**src/rtl/wakeup_queue.sv**
```systemverilog
// wakeup_queue: in-order circular buffer of renamed micro-ops feeding issue.
// Each stored op watches the writeback bus and sets its operand-ready flags
// (bits [7:4]) when a broadcast tag matches one of its four source tags.
// The head is offered on a valid/ready handshake. Gating on the flags is
// left to the issue stage.

`ifndef RENAMED_OP_SZ
`define RENAMED_OP_SZ 32
`endif

module wakeup_queue #(
    parameter int INST_WIDTH = `RENAMED_OP_SZ,
    parameter int TAG_W      = 6,
    parameter int DEPTH      = 4
) (
    input  logic                         clk,
    input  logic                         rst,
    input  logic                         in_valid,
    input  logic [INST_WIDTH-1:0]        in_instr,
    output logic                         in_ready,
    input  logic                         wb_valid,
    input  logic [TAG_W-1:0]             wb_tag,
    output logic                         out_valid,
    output logic [INST_WIDTH-1:0]        out_instr,
    input  logic                         out_ready,
    output logic [$clog2(DEPTH+1)-1:0]   count
);

    localparam int PTR_W = $clog2(DEPTH);
    localparam int CNT_W = $clog2(DEPTH+1);
    localparam int SRC_W = 4 * TAG_W;

    logic [INST_WIDTH-1:0] mem      [DEPTH];
    logic [INST_WIDTH-1:0] mem_next [DEPTH];
    logic [PTR_W-1:0]      head;
    logic [PTR_W-1:0]      tail;
    logic [PTR_W-1:0]      offset;
    logic                  live;
    logic                  enq;
    logic                  deq;

    // Returns one ready bit per source whose tag equals the broadcast tag.
    function automatic logic [3:0] wake_mask(
        input logic [SRC_W-1:0] srcs,
        input logic             bus_valid,
        input logic [TAG_W-1:0] bus_tag
    );
        logic [3:0] m;
        m = 4'b0000;
        for (int k = 0; k < 4; k++) begin
            m[k] = bus_valid && (srcs[k*TAG_W +: TAG_W] == bus_tag);
        end
        return m;
    endfunction

    // Handshake decode; in_ready and out_valid come only from registered count.
    always_comb begin
        in_ready  = (count != CNT_W'(DEPTH));
        out_valid = (count != '0);
        out_instr = mem[head];
        enq       = in_valid && in_ready;
        deq       = out_valid && out_ready;
    end

    // Next contents of every slot: wakeup of live entries, or a fresh write at the tail.
    always_comb begin
        // NOTE: every variable gets a value before any conditional use so no latch is inferred.
        offset = '0;
        live   = 1'b0;
        for (int i = 0; i < DEPTH; i++) begin
            // Slot i is occupied when its distance from head is below count.
            offset      = PTR_W'(i) - head;
            live        = (CNT_W'(offset) < count) && !(deq && (PTR_W'(i) == head));
            mem_next[i] = mem[i];
            if (live) begin
                mem_next[i][7:4] = mem[i][7:4] | wake_mask(mem[i][8 +: SRC_W], wb_valid, wb_tag);
            end
            // The tail slot is never occupied while enqueueing, so the two cases never collide.
            if (enq && (PTR_W'(i) == tail)) begin
                mem_next[i]      = in_instr;
                mem_next[i][7:4] = in_instr[7:4] | wake_mask(in_instr[8 +: SRC_W], wb_valid, wb_tag);
            end
        end
    end

    // Storage registers; cleared on reset so out_instr reads zero from an empty queue.
    always_ff @(posedge clk or posedge rst) begin
        if (rst) begin
            // NOTE: the storage array is reset on purpose: out_instr must read 0 after reset.
            for (int i = 0; i < DEPTH; i++) begin
                mem[i] <= '0;
            end
        end else begin
            for (int i = 0; i < DEPTH; i++) begin
                mem[i] <= mem_next[i];
            end
        end
    end

    // Pointer and occupancy registers; pointers wrap naturally at DEPTH.
    always_ff @(posedge clk or posedge rst) begin
        if (rst) begin
            head  <= '0;
            tail  <= '0;
            count <= '0;
        end else begin
            // NOTE: non-blocking assignments so every register samples pre-edge values.
            if (enq) begin
                tail <= tail + PTR_W'(1);
            end
            if (deq) begin
                head <= head + PTR_W'(1);
            end
            if (enq && !deq) begin
                count <= count + CNT_W'(1);
            end else if (deq && !enq) begin
                count <= count - CNT_W'(1);
            end
        end
    end

endmodule

```
**config.mk**
```make
export PLATFORM = sky130hd
export DESIGN_NAME = wakeup_queue
export DESIGN_NICKNAME = d
export VERILOG_FILES = /design/src/rtl/wakeup_queue.sv
export SDC_FILE = /design/constraint.sdc
export NUM_CORES = 1
export LEC_CHECK = 0
export BUFFER_PORTS_ARGS = -buffer_cell sky130_fd_sc_hd__clkbuf_2
export CAP_MARGIN = 40
export CORE_MARGIN = 3
export CORE_UTILIZATION = 60
export DETAILED_ROUTE_END_ITERATION = 8
export PLACE_DENSITY = 0.81
export RECOVER_POWER = 50
export SLEW_MARGIN = 20
export SYNTH_ARGS = -nofsm -noshare
export SYNTH_HDL_FRONTEND = slang
export SYNTH_SLANG_ARGS = --single-unit
```
**constraint.sdc**
```tcl
create_clock -name clk -period 6.25 [get_ports clk]
set_clock_uncertainty 0.1 [all_clocks]
set_input_delay 0.9375 -clock clk [delete_from_list [all_inputs] [get_ports clk]]
set_output_delay 0.9375 -clock clk [all_outputs]
set_load 0.01 [all_outputs]
```
==> results.json <==
{
  "grtUsageTotal": 0.293,
  "vias_per_cell": 5.84,
  "drt_iter0_markers": 497,
  "clkSinkCount": 135,
  "crit_type": "primary input to asynchronous set/reset pin",
  "end_kind": "asynchronous set/reset pin",
  "clockBufferDepth": 2,
  "synthFlopType": "dfrtp_1",
  "start_util": 0.631,
  "finalHoldViolations": 0,
  "required_ns": 6.74,
  "rows": 40,
  "cts_buffers": 17,
  "syn_area_per_cell_um2": 9.63,
  "final_max_slew_viol_count": 62,
  "layout-drive-gt1-share": 0.184,
  "hold_ws_ns": 0.374,
  "clkLatencyLatePin_ns": 0.43,
  "design_area_mm2": 0.00872,
  "syn_nets": 864,
  "drcViolationCount": 0,
  "cts_setup_buffers": 0,
  "nNetsFinal": 921,
  "crit_path_max_fanout": 61,
  "critical-path-top-delay-family": "buffers and inverters",
  "cts_tree": "done",
  "period_share": 0.554,
  "grt_pass1_wl_um": 32600,
  "clk_pin_slew_ns": 0.06,
  "crit_arrival_ns": 3.95,
  "route.antenna.remaining_nets": 0,
  "cpPeakStageDelay_ns": 1.51,
  "hold_class": "flip-flop to flip-flop",
  "wirelength_um": 19900,
  "fmax_mhz": 289,
  "worst_slew_pin_slew_ns": 2.70,
  "ys_warn_count": 0,
  "async_reset_ff_frac": 1.00,
  "cts_resized": 0,
  "finalSetupViolations": 0,
  "dr.pass1.iters": 5,
  "power_uw": 4790,
  "maxSlewHeadroom": -0.810,
  "synth_edf_count": 0,
  "grt_overflow_total": 0,
  "path_cells": "clkbuf_1 > clkinvlp_2 > clkbuf_1 > buf_16",
  "cp_slowest_cell": "clkinvlp_2",
  "gp_congestion": 0.817,
  "r2r_start": "count[0]",
  "peakVddDrop_mv": 0.261,
  "layout_setup_ws_ns": 2.79,
  "dieWidth_um": 120,
  "fin_setup_tns_ns": 0,
  "syn-cell-area_mm2": 0.00777,
  "grt_max_degree": 62,
  "outcome": "finished with violations",
  "rsz0062_at_grt": "no",
  "crit_start": "rst",
  "io_pins": 80,
  "ys_seq_elements": 135,
  "n_antenna_cell": 0,
  "pre_cts_ws_ns": 3.44,
  "postCtsHoldBufs": 0,
  "critPathBufInv": 4,
  "die_h_um": 120,
  "coreArea_mm2": 0.0123,
  "seq_area_frac_synth": 0.435,
  "placed_area_mm2": 0.00810,
  "period_minus_slack_ns": 3.46,
  "startpoint_type": "primary input",
  "wl_per_cell_um": 19.1,
  "cap_violations": 1,
  "htreeDepth": 4,
  "leakage_uw": 0.00417,
  "hp-start": "mem[1]",
  "place_hpwl_um": 12500,
  "root_buffer": "clkbuf_16",
  "syn_inst": 807,
  "crit_top_cell": "clkbuf_1",
  "area_growth_pct": 12.3,
  "vias": 6102,
  "power_density_mw_per_mm2": 549,
  "violations": "max-capacitance violations, max-slew violations",
  "grt_pass1_vias": 6080,
  "synth_cell_types": 33,
  "dieArea_mm2": 0.0143,
  "antenna_found_initial": 0,
  "port_buffers": 79
}
==> worst paths after layout <==
kind	to	slack, ns	depth (start not counted)
worst max-delay path	tail[0]	2.79	4
worst min-delay path	mem[1]	0.37	2
worst max register to register	mem[50]	2.87	5
worst min register to register	mem[1]	0.37	2
max in group clk	mem[50]	2.87	5
min in group asynchronous	mem[112]	1.13	2
==> power breakdown <==
group	switching, µW	total (µW)	internal, µW
Combinational	1050	2020	977
Sequential	455	1740	1280
Clock	369	1030	657
==> cells by family (layout without fill, tap and decap cells) <==
group           after synthesis  count (layout)  share of synthesized area
buf+inv                      59             129                     0.0517
fa+ha+maj                    14              14                     0.0235
mux                          33              33                     0.0942
compound gates               43              43                     0.0459
flops                       135             135                      0.435
simple gates                398             398                      0.209
xor+xnor                    125             125                      0.141
==> cell usage in the layout (no fill, tap or decap), types with 2 or more instances in the layout <==
master / count
nand2_1: 344
dfrtp_1: 134
xnor2_1: 79
clkbuf_2: 75
xor2_1: 46
mux4_2: 32
nand4_1: 20
clkbuf_16: 17
a21oi_1: 16
nor3_1: 16
ha_1: 13
a211oi_1: 12
inv_1: 11
clkbuf_1: 9
nor2_1: 7
nor4_1: 4
o221a_4: 4
a211oi_2: 4
a21oi_2: 4
bufinv_16: 3
clkbuf_8: 3
clkinv_2: 3
buf_16: 3
and2_4: 2
and2_2: 2
o21ai_0: 2
clkinvlp_4: 2
buf_12: 2
==> tightest hold or removal path, delay by kind of cell, from the launching register on <==
family        cells  cell delay (ns)
simple gates      2             0.10
flops             1             0.34
==> metrics by stage <==
stage          cells  utilization
2_1_floorplan    807            -
3_3_place_gp    1008        0.652
3_5_place_dp    1011        0.658
4_1_cts         1043        0.707
5_1_grt         1045        0.708
6_report        1045        0.708
==> synth_stat cells (8+ instances only) <==
cell type	instances	area [µm²]
xor2_1	46	403
nand2_1	340	1280
dfrtp_1	135	3380
ha_1	13	163
nand4_1	20	125
nor3_1	16	80.1
a211oi_1	12	90.1
xnor2_1	79	692
mux4_2	32	721
buf_2	28	140
a21oi_1	16	80.1
buf_4	8	60.1
inv_1	12	45.0
==> flip-flops by register name, indices dropped and copies added, names as in the netlist <==
| name | cells |
|---|---|
| count | 3 |
| mem | 128 |
| tail | 2 |
| head | 2 |
==> routing by layer <==
metal / wire length (µm) / track usage / up-vias
li1: - / - / 2756
met3: 1610 / 0.0622 / 36
met2: 9660 / 0.468 / 305
met1: 8190 / 0.397 / 3005
met5: 0 / 0 / -
met4: 447 / 0.115 / 0
==> area by class of cell <==
class | count | area [µm²]
Clock buffer | 24 | 482
Clock inverter | 8 | 120
Fill cell | 918 | 3590
Inverter | 12 | 46.3
Multi-Input combinational cell | 613 | 3970
Sequential cell | 135 | 3380
Tap cell | 168 | 210
Timing Repair Buffer | 85 | 517
No activity file was read; power rests on OpenSTA's default activity.
